[config.mk]
export PLATFORM = sky130hd
export DESIGN_NAME = div_seq
export DESIGN_NICKNAME = d
export VERILOG_FILES = /design/src/rtl/div_pkg.sv /design/src/rtl/div_step.sv /design/src/rtl/div_seq.sv
export SDC_FILE = /design/constraint.sdc
export NUM_CORES = 1
export LEC_CHECK = 0
export CAP_MARGIN = 40
export CORE_ASPECT_RATIO = 0.9
export CORE_MARGIN = 5
export CORE_UTILIZATION = 55
export DETAILED_ROUTE_END_ITERATION = 12
export HOLD_SLACK_MARGIN = 0.05
export MAX_ROUTING_LAYER = met4
export PLACE_DENSITY = 0.93
export SYNTH_ARGS = -nofsm -noshare
export SYNTH_HDL_FRONTEND = slang
export SYNTH_SLANG_ARGS = --single-unit
[constraint.sdc]
create_clock -name clk -period 4.55 [get_ports clk]
set_input_delay 1.365 -clock clk [delete_from_list [all_inputs] [get_ports clk]]
set_output_delay 1.365 -clock clk [all_outputs]
set_load 0.05 [all_outputs]
[src/rtl/div_pkg.sv]
// Shared definitions for the sequential divider and its neighbours in the ALU.
// Holds the FSM state encoding and the default operand width.
// The same width constant is used by the multiplier and the ALU top.
package div_pkg;

  // Default operand width for the 3-bit ALU datapath
  localparam int DIV_WIDTH = 3;

  // State encoding
  localparam logic [1:0] S_IDLE = 2'd0;
  localparam logic [1:0] S_CALC = 2'd1;
  localparam logic [1:0] S_DONE = 2'd2;

  typedef enum logic [1:0] {
    ST_IDLE = S_IDLE,
    ST_CALC = S_CALC,
    ST_DONE = S_DONE
  } div_state_t;

endpackage

[src/rtl/div_step.sv]
// One restoring-division iteration: shift {A,Q} left, trial-subtract B, restore or keep.
// Purely combinational, zero latency.
// No flow control; the caller decides when to register the result.
module div_step
  import div_pkg::*;
#(
  parameter int WIDTH = DIV_WIDTH
) (
  input  logic [WIDTH:0]   i_a,
  input  logic [WIDTH-1:0] i_q,
  input  logic [WIDTH-1:0] i_b,
  output logic [WIDTH:0]   o_a,
  output logic [WIDTH-1:0] o_q
);

  logic [WIDTH+1:0] w_a_sh;
  logic [WIDTH:0]   w_trial;
  logic             w_nonneg;

  // The shifted partial remainder is one bit wider than A so the compare sees every
  // bit; in practice A < B always holds, so the top bit is zero and W+1 bits suffice
  // for the trial difference.
  always_comb begin
    w_a_sh   = {i_a, i_q[WIDTH-1]};
    w_nonneg = (w_a_sh >= {2'b00, i_b});
    w_trial  = w_a_sh[WIDTH:0] - {1'b0, i_b};
    o_a      = w_nonneg ? w_trial : w_a_sh[WIDTH:0];
    o_q      = {i_q[WIDTH-2:0], w_nonneg};
  end

endmodule

[src/rtl/div_seq.sv]
// Sequential restoring divider for the ALU division slot (init/done handshake).
// Latency: done rises on the WIDTH-th edge after the edge that samples init in IDLE.
// No backpressure; done holds while init stays high, block returns to IDLE when it drops.
// Optional macro DIV_SEQ_DIV0_FLAG_EN adds a registered divide-by-zero flag output dz.
module div_seq
  import div_pkg::*;
#(
  parameter int WIDTH = DIV_WIDTH
) (
  input  logic             clk,
  input  logic             rst,
  input  logic             init,
  input  logic [WIDTH-1:0] DV,
  input  logic [WIDTH-1:0] DR,
  output logic [WIDTH-1:0] C,
  output logic [WIDTH-1:0] R,
  output logic             done
`ifdef DIV_SEQ_DIV0_FLAG_EN
  ,
  output logic             dz
`endif
);

  localparam int CNT_W = $clog2(WIDTH + 1);

  div_state_t       r_state;
  div_state_t       w_state_nxt;
  logic             w_start;
  logic             w_finish;

  logic [WIDTH:0]   r_a;
  logic [WIDTH-1:0] r_q;
  logic [WIDTH-1:0] r_b;
  logic [CNT_W-1:0] r_cnt;
  logic [WIDTH-1:0] r_c;
  logic [WIDTH-1:0] r_r;

  logic [WIDTH:0]   w_a_nxt;
  logic [WIDTH-1:0] w_q_nxt;

  div_step #(
    .WIDTH (WIDTH)
  ) u_step (
    .i_a (r_a),
    .i_q (r_q),
    .i_b (r_b),
    .o_a (w_a_nxt),
    .o_q (w_q_nxt)
  );

  // State register
  always_ff @(posedge clk) begin
    if (rst) r_state <= ST_IDLE;
    else     r_state <= w_state_nxt;
  end

  // Next-state and control strobes; start only from IDLE so a held init cannot restart
  always_comb begin
    w_state_nxt = r_state;
    w_start     = 1'b0;
    w_finish    = 1'b0;
    case (r_state)
      ST_IDLE: begin
        if (init) begin
          w_start     = 1'b1;
          w_state_nxt = ST_CALC;
        end
      end
      ST_CALC: begin
        if (r_cnt == CNT_W'(1)) begin
          w_finish    = 1'b1;
          w_state_nxt = ST_DONE;
        end
      end
      ST_DONE: begin
        if (!init) w_state_nxt = ST_IDLE;
      end
      default: w_state_nxt = ST_IDLE;
    endcase
  end

  // Datapath: load operands on start, iterate in CALC, latch results on the last step
  always_ff @(posedge clk) begin
    if (rst) begin
      r_a   <= '0;
      r_q   <= '0;
      r_b   <= '0;
      r_cnt <= '0;
      r_c   <= '0;
      r_r   <= '0;
    end else if (w_start) begin
      r_a   <= '0;
      r_q   <= DV;
      r_b   <= DR;
      r_cnt <= CNT_W'(WIDTH);
    end else if (r_state == ST_CALC) begin
      r_a   <= w_a_nxt;
      r_q   <= w_q_nxt;
      r_cnt <= r_cnt - CNT_W'(1);
      if (w_finish) begin
        r_c <= w_q_nxt;
        r_r <= w_a_nxt[WIDTH-1:0];
      end
    end
  end

`ifdef DIV_SEQ_DIV0_FLAG_EN
  logic r_dz;

  // Divide-by-zero flag: set on entry to DONE, cleared on the next start
  always_ff @(posedge clk) begin
    if (rst)           r_dz <= 1'b0;
    else if (w_start)  r_dz <= 1'b0;
    else if (w_finish) r_dz <= (r_b == '0);
  end

  assign dz = r_dz;
`endif

  assign C    = r_c;
  assign R    = r_r;
  assign done = (r_state == ST_DONE);

endmodule
[Word-level counts from Yosys, hierarchy flattened]
Cells that the tools add are included.
Storage, ports and cells
  bits in registers: 20
  input bits: 9
  output and inout bits: 7
Operators by class
  add/sub/neg operators: 2
  order comparisons: 1
  equal/unequal tests: 6
  muxes and demuxes: 13
  bitwise operators: 1
  reductions and logical operators: 5
Operator list (number)
  2-to-1 mux 2 bit: 5
  2-to-1 mux 3 bit: 2
  inequality test 2 bit (second input constant): 3
  one-hot mux 2 bit (3 select lines): 1
  AND reduction 3 bit: 2
  greater-or-equal comparator 5 x 3 -> 1 bit: 1
  equality test 2 x 1 -> 1 bit (second input constant): 2
  2-to-1 mux 1 bit: 4
  2-to-1 mux 4 bit: 1
  subtractor 4 x 3 -> 4 bit: 1
  equality test 2 bit (second input constant): 1
  zero test 2 bit: 1
  nonzero test 2 bit: 1
  OR reduction 2 bit: 1
  subtractor 2 x 1 -> 2 bit (second input constant): 1
  inverter 1 bit: 1

[Depth between registers and ports, before layout]
Gate-level depths: netlist of run 1.
  depth in word-level cells: 4
  mapped depth: 7
  mapped depth without buffers: 6

[Modules after synthesis]
A second synthesis of run 1 with hierarchy kept.
Second synthesis, totals
  cell total of the unflattened synthesis: 103
  area total of the unflattened synthesis: 1028.5 um2
By module, submodules not included
  div_seq: times used 1, cells each 80, area an instance 828.3 um2
  div_step: times used 1, cells each 23, area an instance 200.2 um2

[Least setup slack after synthesis of run 1]
Ideal clock, no wire load.
  path kind: register to output
  from: reg r_state[0]
  to: out done
  data arrival time: 1199 ps
  data required time: 3185 ps
  path slack: 1986 ps
  cell stages (with the launch flop): 3
  path buffers: 1
  cells stage by stage: dfxtp_1 -> clkbuf_1 -> nor2b_1
Between the ends
  cells in the longest elaborated chain, start to end: 1
Ends and longest elaborated chain
  from (decl): RTL line div_seq.sv:26  | div_state_t r_state;
  from (signal assigned): RTL line div_seq.sv:54  | else r_state <= w_state_nxt;
  equality test 2 bit: RTL line div_seq.sv:122  | assign done = (r_state == ST_DONE);
  to (decl): RTL line div_seq.sv:17  | output logic done
Every way passes these cells.

[Worst setup path after layout of run 1]
  from: reg r_state[1]
  to: out done
Same word-level chain as after synthesis.

==> results of run 1 <==
stage by stage:
step / power, mW / utilization (%)
final: 0.414 / 69.0
after global routing: 0.440 / 69.0
after CTS: 0.418 / 69.0
after detailed placement: 0.312 / 66.9
after global placement: 0.307 / 66.9
after floorplan: 0.289 / -
state kept, by name (all words and copies together), names as in the netlist:
name,cells
r_cnt,2
C,3
r_state,2
r_q,3
r_a,4
R,3
r_b,3
kinds of logic after synthesis:
logic type               count (synthesis)
adder cells (fa/ha/maj)                  5
flip-flops                              20
AO/OA/AOI/OAI                           36
XOR/XNOR                                 1
buffers and inverters                   14
AND/OR/NAND/NOR                         44
multiplexers                             1
power breakdown:
group | leakage (nW) | internal (mW) | total [mW] | switching (mW)
Combinational | 0.235 | 0.0413 | 0.107 | 0.0660
Clock | 0.0210 | 0.0489 | 0.105 | 0.0560
Sequential | 0.164 | 0.189 | 0.202 | 0.0129
layer usage:
metal,routed length (um),track usage (%),vias up
met5,0,-,-
met4,12,4.15,0
met3,151,6.21,2
met2,1060,27.4,38
met1,901,23.4,441
li1,-,-,449
Yosys cell counts (all sizes together):
master,count
nand2b,4
nor2,15
o211ai,2
fa,1
buf,4
dfxtp,20
a31oi,1
or3,2
nor4,2
nor2b,2
nor3,3
ha,4
and2,1
a311oi,6
inv,6
mux2i,1
xnor2,1
a21oi,15
or2,1
o21ai,7
clkbuf,4
nand2,12
o21bai,2
a211oi,1
nand3b,2
o311a,2
layout make-up:
class / instances / area share [%]
tap: 24 / 2.59
timing repair buffer: 15 / 12.9
clock buffer: 4 / 3.13
inverter: 6 / 1.94
multi-input combinational: 87 / 44.9
sequential: 20 / 34.5
how the worst max path moves through the flow:
stage	slack, ps	endpoint	cells after the start	from
2_1_floorplan	1990	done	2	r_state[0]$_SDFFE_PP0P_
3_3_place_gp	1720	r_q[2]$_SDFFE_PP0P_	5	init
3_5_place_dp	1600	r_q[2]$_SDFFE_PP0P_	5	init
4_1_cts	1420	done	2	r_state[1]$_SDFFE_PP0P_
5_1_grt	1380	done	2	r_state[1]$_SDFFE_PP0P_
6_report	1420	done	2	r_state[1]$_SDFFE_PP0P_
cells in the final DEF, fill, tap and decap left out, types with 3 or more instances in the layout:
| cell type | count |
|---|---|
| a21oi_1 | 15 |
| a311oi_1 | 6 |
| clkbuf_4 | 3 |
| clkdlybuf4s50_1 | 15 |
| dfxtp_1 | 20 |
| ha_1 | 4 |
| inv_1 | 6 |
| nand2_1 | 12 |
| nand2b_1 | 4 |
| nor2_1 | 15 |
| nor3_1 | 3 |
| o21ai_0 | 7 |
critical path, stage by stage, from the launching register on:
cell             delay (ps)
dfxtp_1                 440
nor2b_1                 200
clkdlybuf4s50_1         830
==> run summary, run 1 <==
The flow ran to the end, and the final reports show no timing, DRC or antenna violations. The combinational family with the most area after synthesis is compound AO/OA/AOI/OAI gates. The number of vias in the routed layout is 930.

The number of buffers added on ports is 15. After Yosys synthesis, full adders, half adders and majority gates account for 7.12% of the synthesized area. The total die area came out at 2740 um2. The register area is 400 um2. Relative to the synthesized area, the layout overhead comes to 17.9%. The worst register-to-register path begins at r_state[0]$_SDFFE_PP0P_. The count of non-filler cells in the finished layout came out at 156. The endpoint of the worst register-to-register path is R[0]$_SDFFE_PP0P_. The via-per-instance ratio is 5.96. By area the synthesized netlist is led by dfxtp_1 (41%), a21oi_1 (7.6%), nor2_1 (5.7%). The number of antenna violations at the first check in global routing came out at 0. The least setup slack across all paths after layout came out at 1420 ps. TritonCTS built the clock tree. For this design, the sink count on the clock tree is 20. The antenna diode instance count is 0. For the worst setup path, the data required time is 3180 ps. The synthesized netlist occupies a cell area of 985 um2.

The final wirelength is 2130 um. The placement-stage worst setup slack came out at 1600 ps. The height of the die is 50.1 um. The capturing element type of the critical path is an output pin. The placed instances occupy a cell area of 1120 um2.

The number of buffers created by CTS came out at 3. The wire-length estimate of the detail-placed layout is 1560 um. The count of fill cells added during filler insertion came out at 152.

The worst slew slack as a fraction of its limit came out at 54.5%. The number of DRC violations after detailed-routing iteration 0 is 21. The area share of the largest cell type after synthesis is 40.7%. The number of distinct library cells after synthesis came out at 28. The number of resized instances in the post-cts repair step came out at 0. The area occupied by multi-input gates came out at 522 um2. The detailed-route DRC error count is 0. The leakage power is 0.420 nW. The number of cells traversed by the worst hold path is 2. The maximum level of the CTS H-tree came out at 1. The synthesized-area fraction occupied by ao, oa, aoi and oai cells came out at 23.0%. After global routing the overflow that remains totals 0. The clock transition at the registers of the reported paths came out at 120 ps. The cell area after layout came out at 1160 um2.

The largest fanout on the critical path came out at 7. In the final routed layout, each cell accounts on average for 13.6 um. The count of final hold-check violations came out at 0.

For this run, the total global-route usage over all layers was measured as 18.2%. The number of violations of the max-capacitance limit is 0. The post-route antenna net violation count came out at 0.

The placeable core region is 1680 um2. The period utilization is 68.8%. The number of slew-limit violations in the final report came out at 0. The sequential element share of the synthesized area came out at 40.7%. The worst-skew pair later-pin latency came out at 310 ps.

The largest area contributor in the netlist is dfxtp_1. Counting every instance in the synthesized netlist gives 121. The hold buffer count at cts is 0. Counting tap cells, the placed design contains a total of 152 instances. The floorplan die width is 54.6 um. The initial core utilization came out at 58.6%. The synthesized design contains 20 register bits. The weighted congestion at the end of routability-driven global placement came out at 0.879. The via count of the first global-routing pass came to 808. The area fraction in and, or, nand and nor cells after synthesis is 21.0%.

Hold is met by 465 ps. The maximum clock frequency came out at 0.320 GHz. Setup repair after global routing left no endpoint under its margin.

The number of warnings printed during yosys synthesis came out at 0. The total setup violations reported at the end of the flow came out at 0. The worst reg2reg path depth came out at 4. Entering global routing, the biggest net connects 21 pins. The ratio of total power to cell area came out at 357 nW/um2. The arrival time reported for the critical path endpoint is 1760 ps.

When the netlist entered floorplanning its net count stood at 135. The post-synthesis mux area share came out at 1.02%. The net count of the finished layout came out at 147.

The time the final worst path needs with I/O delays and setup came out at 3130 ps. The slew at the pin closest to its max-slew limit came out at 681 ps. The path category of the worst min-delay check is flip-flop to flip-flop. The average instance in the mapped netlist occupies 8.14 um2. The maximum buffer depth of the clock tree is 2. For the final routed database, the setup TNS stands at 0 ps. Cells with a size suffix above 1 make up 3.03% of the layout. The setup path with the least slack is of type flip-flop to output pin. The number of rows in the core area came out at 14. The minimum setup slack among reg-to-reg paths came out at 2600 ps. VDD sags by at most 0.329 mV.

The wire length of the first global-routing pass came out at 3620 um. The post-CTS setup buffer count came out at 0. The share of the synthesized netlist area taken by xor and xnor gates came out at 0.889%. The root buffer cell chosen for the clock tree is clkbuf_4. The startpoint identified for the worst hold timing path is C[2]$_SDFFE_PP0P_. The kind of launch point of the worst setup path is a flip-flop. The number of ports placed on the die boundary came out at 16. The path with the worst hold slack has its endpoint at C[2]$_SDFFE_PP0P_. The first-pass iteration count of the detailed router came out at 5.

The final worst clock skew is 11.5 ps.
No activity file was read; power rests on OpenSTA's default activity.
==> run 2, diff against run 1 <==
--- a/config.mk
+++ b/config.mk
@@ -8,11 +8,11 @@
 export CAP_MARGIN = 40
 export CORE_ASPECT_RATIO = 0.9
 export CORE_MARGIN = 5
-export CORE_UTILIZATION = 55
+export CORE_UTILIZATION = 46
 export DETAILED_ROUTE_END_ITERATION = 12
 export HOLD_SLACK_MARGIN = 0.05
 export MAX_ROUTING_LAYER = met4
-export PLACE_DENSITY = 0.93
+export PLACE_DENSITY = 0.84
 export SYNTH_ARGS = -nofsm -noshare
 export SYNTH_HDL_FRONTEND = slang
 export SYNTH_SLANG_ARGS = --single-unit
==> constraint.sdc (replaced) <==
create_clock -name clk -period 2.7 [get_ports clk]
set_input_delay 0.81 -clock clk [delete_from_list [all_inputs] [get_ports clk]]
set_output_delay 0.81 -clock clk [all_outputs]
set_load 0.05 [all_outputs]
==> run 2 against run 1 <==
  * Critical endpoint unchanged
  * Clock power up 68%
  * Critical path depth unchanged
  * Largest cell class unchanged
  * Sequential power up 69%
  * Clock skew down 2.2 ps
==> run summary, run 2 (synthesized netlist as in run 1, its figures left out) <==
The number of buffers added on ports came out at 15. In the global route stage, overall resource usage came out at 15.5%. The library cell used most frequently in the layout, excluding fill and tap cells, is dfxtp_1.

In this run the horizontal extent of the chip is 58.8 um. The worst-skew pair later-pin latency is 300 ps. In this run, CTS created clock tree buffers numbering 3.

In the layout the commonest cells are dfxtp_1 (20), a21oi_1 (15), nor2_1 (15), clkdlybuf4s50_1 (15), nand2_1 (12). The largest fanout on the critical path is 7. TritonCTS built the clock tree. The detailed-route DRC error count came out at 0. The kind of launch point of the worst setup path is a flip-flop. The initial core utilization is 50.0%.

The repair_antennas step left the layout with diodes totalling 0. In this run the power density over the cells is 598 nW/um2. The via count of the first global-routing pass came out at 843.

The total die area is 3170 um2. The required time at the worst-slack endpoint is 1890 ps. The capturing element type of the critical path is an output pin. The worst-case vdd ir drop came out at 0.443 mV. Buffers added to address setup during post-CTS repair amount to 0. In the final layout, the share of cells above drive strength 1 is 3.76%. Summed over all failing endpoints, the final setup total negative slack is 0 ps. The area occupied by multi-input gates is 522 um2. The tree built by TritonCTS fans out to 20 sinks. The count of final hold-check violations came to 0. The period utilization came out at 94.5%. The arrival time reported for the critical path endpoint is 1740 ps. The overall power of the completed layout is 0.699 mW. The synthesis-to-layout area growth came out at 18.8%. The number of ports placed on the die boundary is 16. Cells fill 59.4% of the core in the end. The via-per-instance ratio came out at 5.68. The run finished with clean final reports. The number of antenna violations at the first check in global routing is 0.

Setup violations remaining at the end of the flow were counted as 0. In this run the deepest clock path goes through 2 buffers. The height of the die is 53.9 um. The leakage power is 0.425 nW.

The time the final worst path needs with I/O delays and setup is 2550 ps. The critical register-to-register path startpoint is r_q[2]$_SDFFE_PP0P_. The post-route antenna net violation count came out at 0. The worst hold path belongs to the class flip-flop to flip-flop.

The worst setup path category is flip-flop to output pin. The number of violations of the max-capacitance limit is 0. The number of flip-flops under the largest register name came out at 4.

The first-pass iteration count of the detailed router came out at 4. In this run the worst setup path begins at r_state[1]$_SDFFE_PP0P_. The number of hold buffers added after CTS was 0. The core region is 1970 um2. The largest net degree at the start of global routing came out at 16. The clock transition at the registers of the reported paths came out at 110 ps. The placed wire-length estimate is 1630 um. The count of fill cells added during filler insertion came out at 179.

The tightest hold path in the finished design has a slack of 460 ps. The root buffer cell is clkbuf_4. The slew at the pin closest to its max-slew limit is 617 ps. Between clock sinks in the finished design, the worst skew comes to 9.27 ps.

The number of resized instances in the post-cts repair step is 0. The routed wirelength normalized by instance count came out at 13.5 um. The floorplan has 15 rows. Based on the critical path, the design can be clocked at up to 0.392 GHz.

The weighted congestion at the end of routability-driven global placement is 0.811. The aggregate global routing overflow came out at 0. The final wirelength came out at 2130 um. The maximum level of the CTS H-tree is 1.

The number of vias in the routed layout is 897. The sequential cells in the finished layout cover a total of 400 um2. The critical hold path startpoint is C[2]$_SDFFE_PP0P_. The number of slew-limit violations in the final report came out at 0.

The top register by number of flip-flops is r_a. Setup repair after global routing left no endpoint under its margin. The number of DRC violations after detailed-routing iteration 0 is 17. The net count of the finished layout came out at 148. The wire length of the first global-routing pass is 3730 um. In this run the tightest slew margin relative to its limit is 58.8%.
## run 2: changes by cell type in the layout (fill, tap and decap cells not counted), sizes merged
cell | previous run | this run
buf | 0 | 1
## run 2: final cells by class
| type | count | share of cell area [%] |
|---|---|---|
| clock buffers | 4 | 3.10 |
| inverters | 6 | 1.93 |
| multi-input cells | 87 | 44.6 |
| flip-flops and latches | 20 | 34.2 |
| well taps | 25 | 2.67 |
| repair buffers | 16 | 13.5 |
## run 2: path summary, 6_finish.rpt
kind,to,slack (ps),cells past startpoint
min reg2reg,C[2]$_SDFFE_PP0P_,460,2
min,C[2]$_SDFFE_PP0P_,460,2
max,done,150,2
max reg2reg,r_a[1]$_SDFFE_PP0N_,720,6
## run 2: critical path: stages (launching register included)
cell and delay (ps):
dfxtp_1 420, nor2b_1 190, clkdlybuf4s50_1 830
## run 2: power breakdown
part / switching (mW) / leakage (nW) / internal (mW) / total [mW]
Combinational: 0.112 / 0.239 / 0.0702 / 0.182
Clock: 0.0939 / 0.0210 / 0.0822 / 0.176
Sequential: 0.0222 / 0.164 / 0.319 / 0.341
## run 2: metrics by stage
step           cell area (um2)  worst slack, ps  instances
3_5_place_dp              1130              319        154
6_report                  1170              150        158
2_1_floorplan              985              691        121
4_1_cts                   1170              146        158
5_1_grt                   1170             24.0        158
3_3_place_gp              1130              424        154
## run 2: per-layer routing
metal  vias to the layer above  GRT usage [%]  part of all wire (%)
li1                        453              -                     -
met1                       427           18.3                    46
met2                        15           27.6                    49
met3                         2           4.32                   3.8
met4                         0           1.13                  0.47
met5                         -              -                     0
==> run 3, diff against run 2 <==
--- a/config.mk
+++ b/config.mk
@@ -6,7 +6,7 @@
 export NUM_CORES = 1
 export LEC_CHECK = 0
 export CAP_MARGIN = 40
-export CORE_ASPECT_RATIO = 0.9
+export CORE_ASPECT_RATIO = 1.25
 export CORE_MARGIN = 5
 export CORE_UTILIZATION = 46
 export DETAILED_ROUTE_END_ITERATION = 12
==> run 3 against run 2 <==
  * Non-clock buffer count unchanged
  * Cell count shrank 3.2%
  * First-iteration DRC count up 29%
  * Register-to-register slack gained 30 ps
  * Sequential share of layout area rose by 0.18 points
  * Sequential power about the same
  * Maximum frequency is 1.1% lower
  * Die area is 0.14% higher
  * Design area is 0.53% lower
  * Global-route usage shrank 0.20 points
  * Critical endpoint unchanged
  * Largest cell class unchanged
==> run summary, run 3 (synthesized netlist as in run 1, its figures left out) <==
The count of cells in the finished layout, fillers not included, comes to 153. The number of ports placed on the die boundary is 16. The internal portion of total power came out at 0.472 mW.

Hold is met by 468 ps. The register with the most flip-flops in the layout has 4 of them. The post-route antenna net violation count came out at 0. The number of sinks on the clock net is 20.

The worst slew slack as a fraction of its limit is 59.0%. Leaving out fill and tap cells, the most frequent cells in the layout are dfxtp_1 (20), a21oi_1 (15), nor2_1 (15), clkdlybuf4s50_1 (15), nand2_1 (12). The number of resized instances in the post-cts repair step is 0.

Dividing total power by cell area gives a power density of 598 nW/um2. The synthesis-to-layout area growth came out at 18.2%. The post-CTS setup buffer count came out at 0.

The uppermost metal layer occupied by signal nets is met4. The worst register-to-register path has a depth of 6. The least setup slack across all paths after layout is 120 ps. The setup total negative slack is 0 ps.

Traced cell by cell, the critical path runs through nor2b_1 > clkdlybuf4s50_1. The buffer and inverter count on the worst path is 1. The via count of the first global-routing pass is 851.

The final worst clock skew came out at 5.39 ps. The worst setup path category is flip-flop to output pin. Tracing the worst setup path back leads to its startpoint at r_state[1]$_SDFFE_PP0P_.

Setup violations remaining at the end of the flow were counted as 0. The number of buffers created by CTS came out at 3. The required time at the worst-slack endpoint came out at 1890 ps. The count of final hold-check violations is 0.

The largest net degree at the start of global routing came out at 12. The placeable core region came out at 2000 um2. The detailed route wirelength on metal2 came out at 1060 um. The proportion of total power due to net switching is 32.2%. In this design, the stage delay of the slowest critical-path cell is 830 ps. Global routing used 15.3% of the available tracks across all layers. The slew at the pin closest to its max-slew limit came out at 614 ps.

The slowest cell on the critical path is clkdlybuf4s50_1. The clock transition at the registers of the reported paths is 110 ps. The first global-routing pass estimated 3600 um of wire.

The time the final worst path needs with I/O delays and setup is 2580 ps. STA classifies the critical path endpoint as an output pin. Setup repair after global routing left no endpoint under its margin. Dividing the detail-routed via count by the number of cells gives 5.90. The critical register-to-register path startpoint is r_q[2]$_SDFFE_PP0P_. At the later pin of the worst-skew pair, clock insertion delay measures 300 ps.

The cell area after layout came out at 1160 um2. For the worst setup path, the data arrival time is 1770 ps. The hold buffer count at cts is 0. The run finished with clean final reports. The number of buffers added on ports is 15. For this run the aggregate overflow at the end of global routing stands at 0. TritonCTS built the clock tree. The maximum level of the CTS H-tree is 1. Max-cap violations in this run came to 0.

The placed instance area is 1130 um2. VDD sags by at most 0.404 mV. The cell count along the critical path is 2. The detailed-route DRC error count is 0.

The logic gate share of total power came out at 26.0%. The number of antenna violations at the first check in global routing came out at 0. The overall power of the completed layout came out at 0.696 mW. The switching power summed over all nets is 0.224 mW.

In this run, flip-flops and latches consume 49.0% of the power. The minimum setup slack among reg-to-reg paths came out at 750 ps. The initial core utilization is 49.1%.

Dividing the detail-routed wire length by the instance count gives 13.6 um. The leakage power came out at 0.425 nW. The die covers 3170 um2.

The period utilization came out at 95.5%. The largest fanout on the critical path came out at 7. STA classifies the critical path startpoint as a flip-flop. The post-placement cell count came out at 149.

The net count of the finished layout came out at 148. In this run the core area contains 18 standard-cell rows. The end-of-flow core utilization is 58.1%. The cell family contributing the most delay on the critical path is buffers and inverters. In this run, the clock network consumes 25.0% of the power. The amount of wire on met3 after detailed routing is 82 um. The number of slew-limit violations in the final report is 0.

The worst hold path begins at C[2]$_SDFFE_PP0P_. The final wirelength came out at 2090 um. After detailed routing, the wire length on met1 is 905 um.

The height of the die is 61.7 um. The number of vias in the routed layout came out at 903. The root buffer cell is clkbuf_4. Prior to clock tree synthesis, the placed netlist has a worst setup slack of 310 ps. The first TritonRoute pass finished after 4 iterations. The leading cell type in the layout, fill and taps excluded is dfxtp_1. In this run the worst hold path is classified as flip-flop to flip-flop.

The number of antenna diodes in the final layout is 0. The maximum buffer depth of the clock tree came out at 2. The number of DRC violations after detailed-routing iteration 0 came out at 22. Ranked by flip-flop count, first place goes to r_a.

The weighted congestion at the end of routability-driven global placement came out at 0.827. The placed wire-length estimate came out at 1580 um. The share of post-route cells with drive strength above 1 came out at 3.76%. The worst hold path was traced through 2 stages.

The maximum clock frequency is 0.388 GHz. The floorplan die width is 51.4 um.
==> run 3: per-layer routing <==
layer,vias to the layer above,global-route usage [%]
li1,450,-
met1,426,16.9
met2,22,27.6
met3,5,2.15
met4,0,6.74
met5,-,-
==> run 3: power by group through the flow <==
stage / Clock, mW / Sequential (mW) / Combinational (mW)
finish: 0.174 / 0.341 / 0.181
global route: 0.191 / 0.345 / 0.204
CTS: 0.180 / 0.341 / 0.182
detailed placement: 0 / 0.347 / 0.180
global placement: 0 / 0.346 / 0.173
floorplan: 0 / 0.353 / 0.135
==> run 3: worst min-delay path, delay by kind of cell (launching register included) <==
| kind | cells | cell delay [ps] |
|---|---|---|
| DFF | 1 | 330 |
| and+or+nand+nor | 1 | 50 |
| AOI/OAI and AO/OA | 1 | 50 |
==> run 3: final cells by class <==
type                    count  area [um2]
flip-flops and latches     20         400
multi-input cells          87         522
fillers                   180         841
clock buffers               4        36.3
well taps                  20        25.0
repair buffers             16         158
inverters                   6        22.5
==> run 3: worst paths after layout <==
path | end
setup / recovery | done
hold reg to reg | C[2]$_SDFFE_PP0P_
hold / removal | C[2]$_SDFFE_PP0P_
setup reg to reg | R[2]$_SDFFE_PP0P_
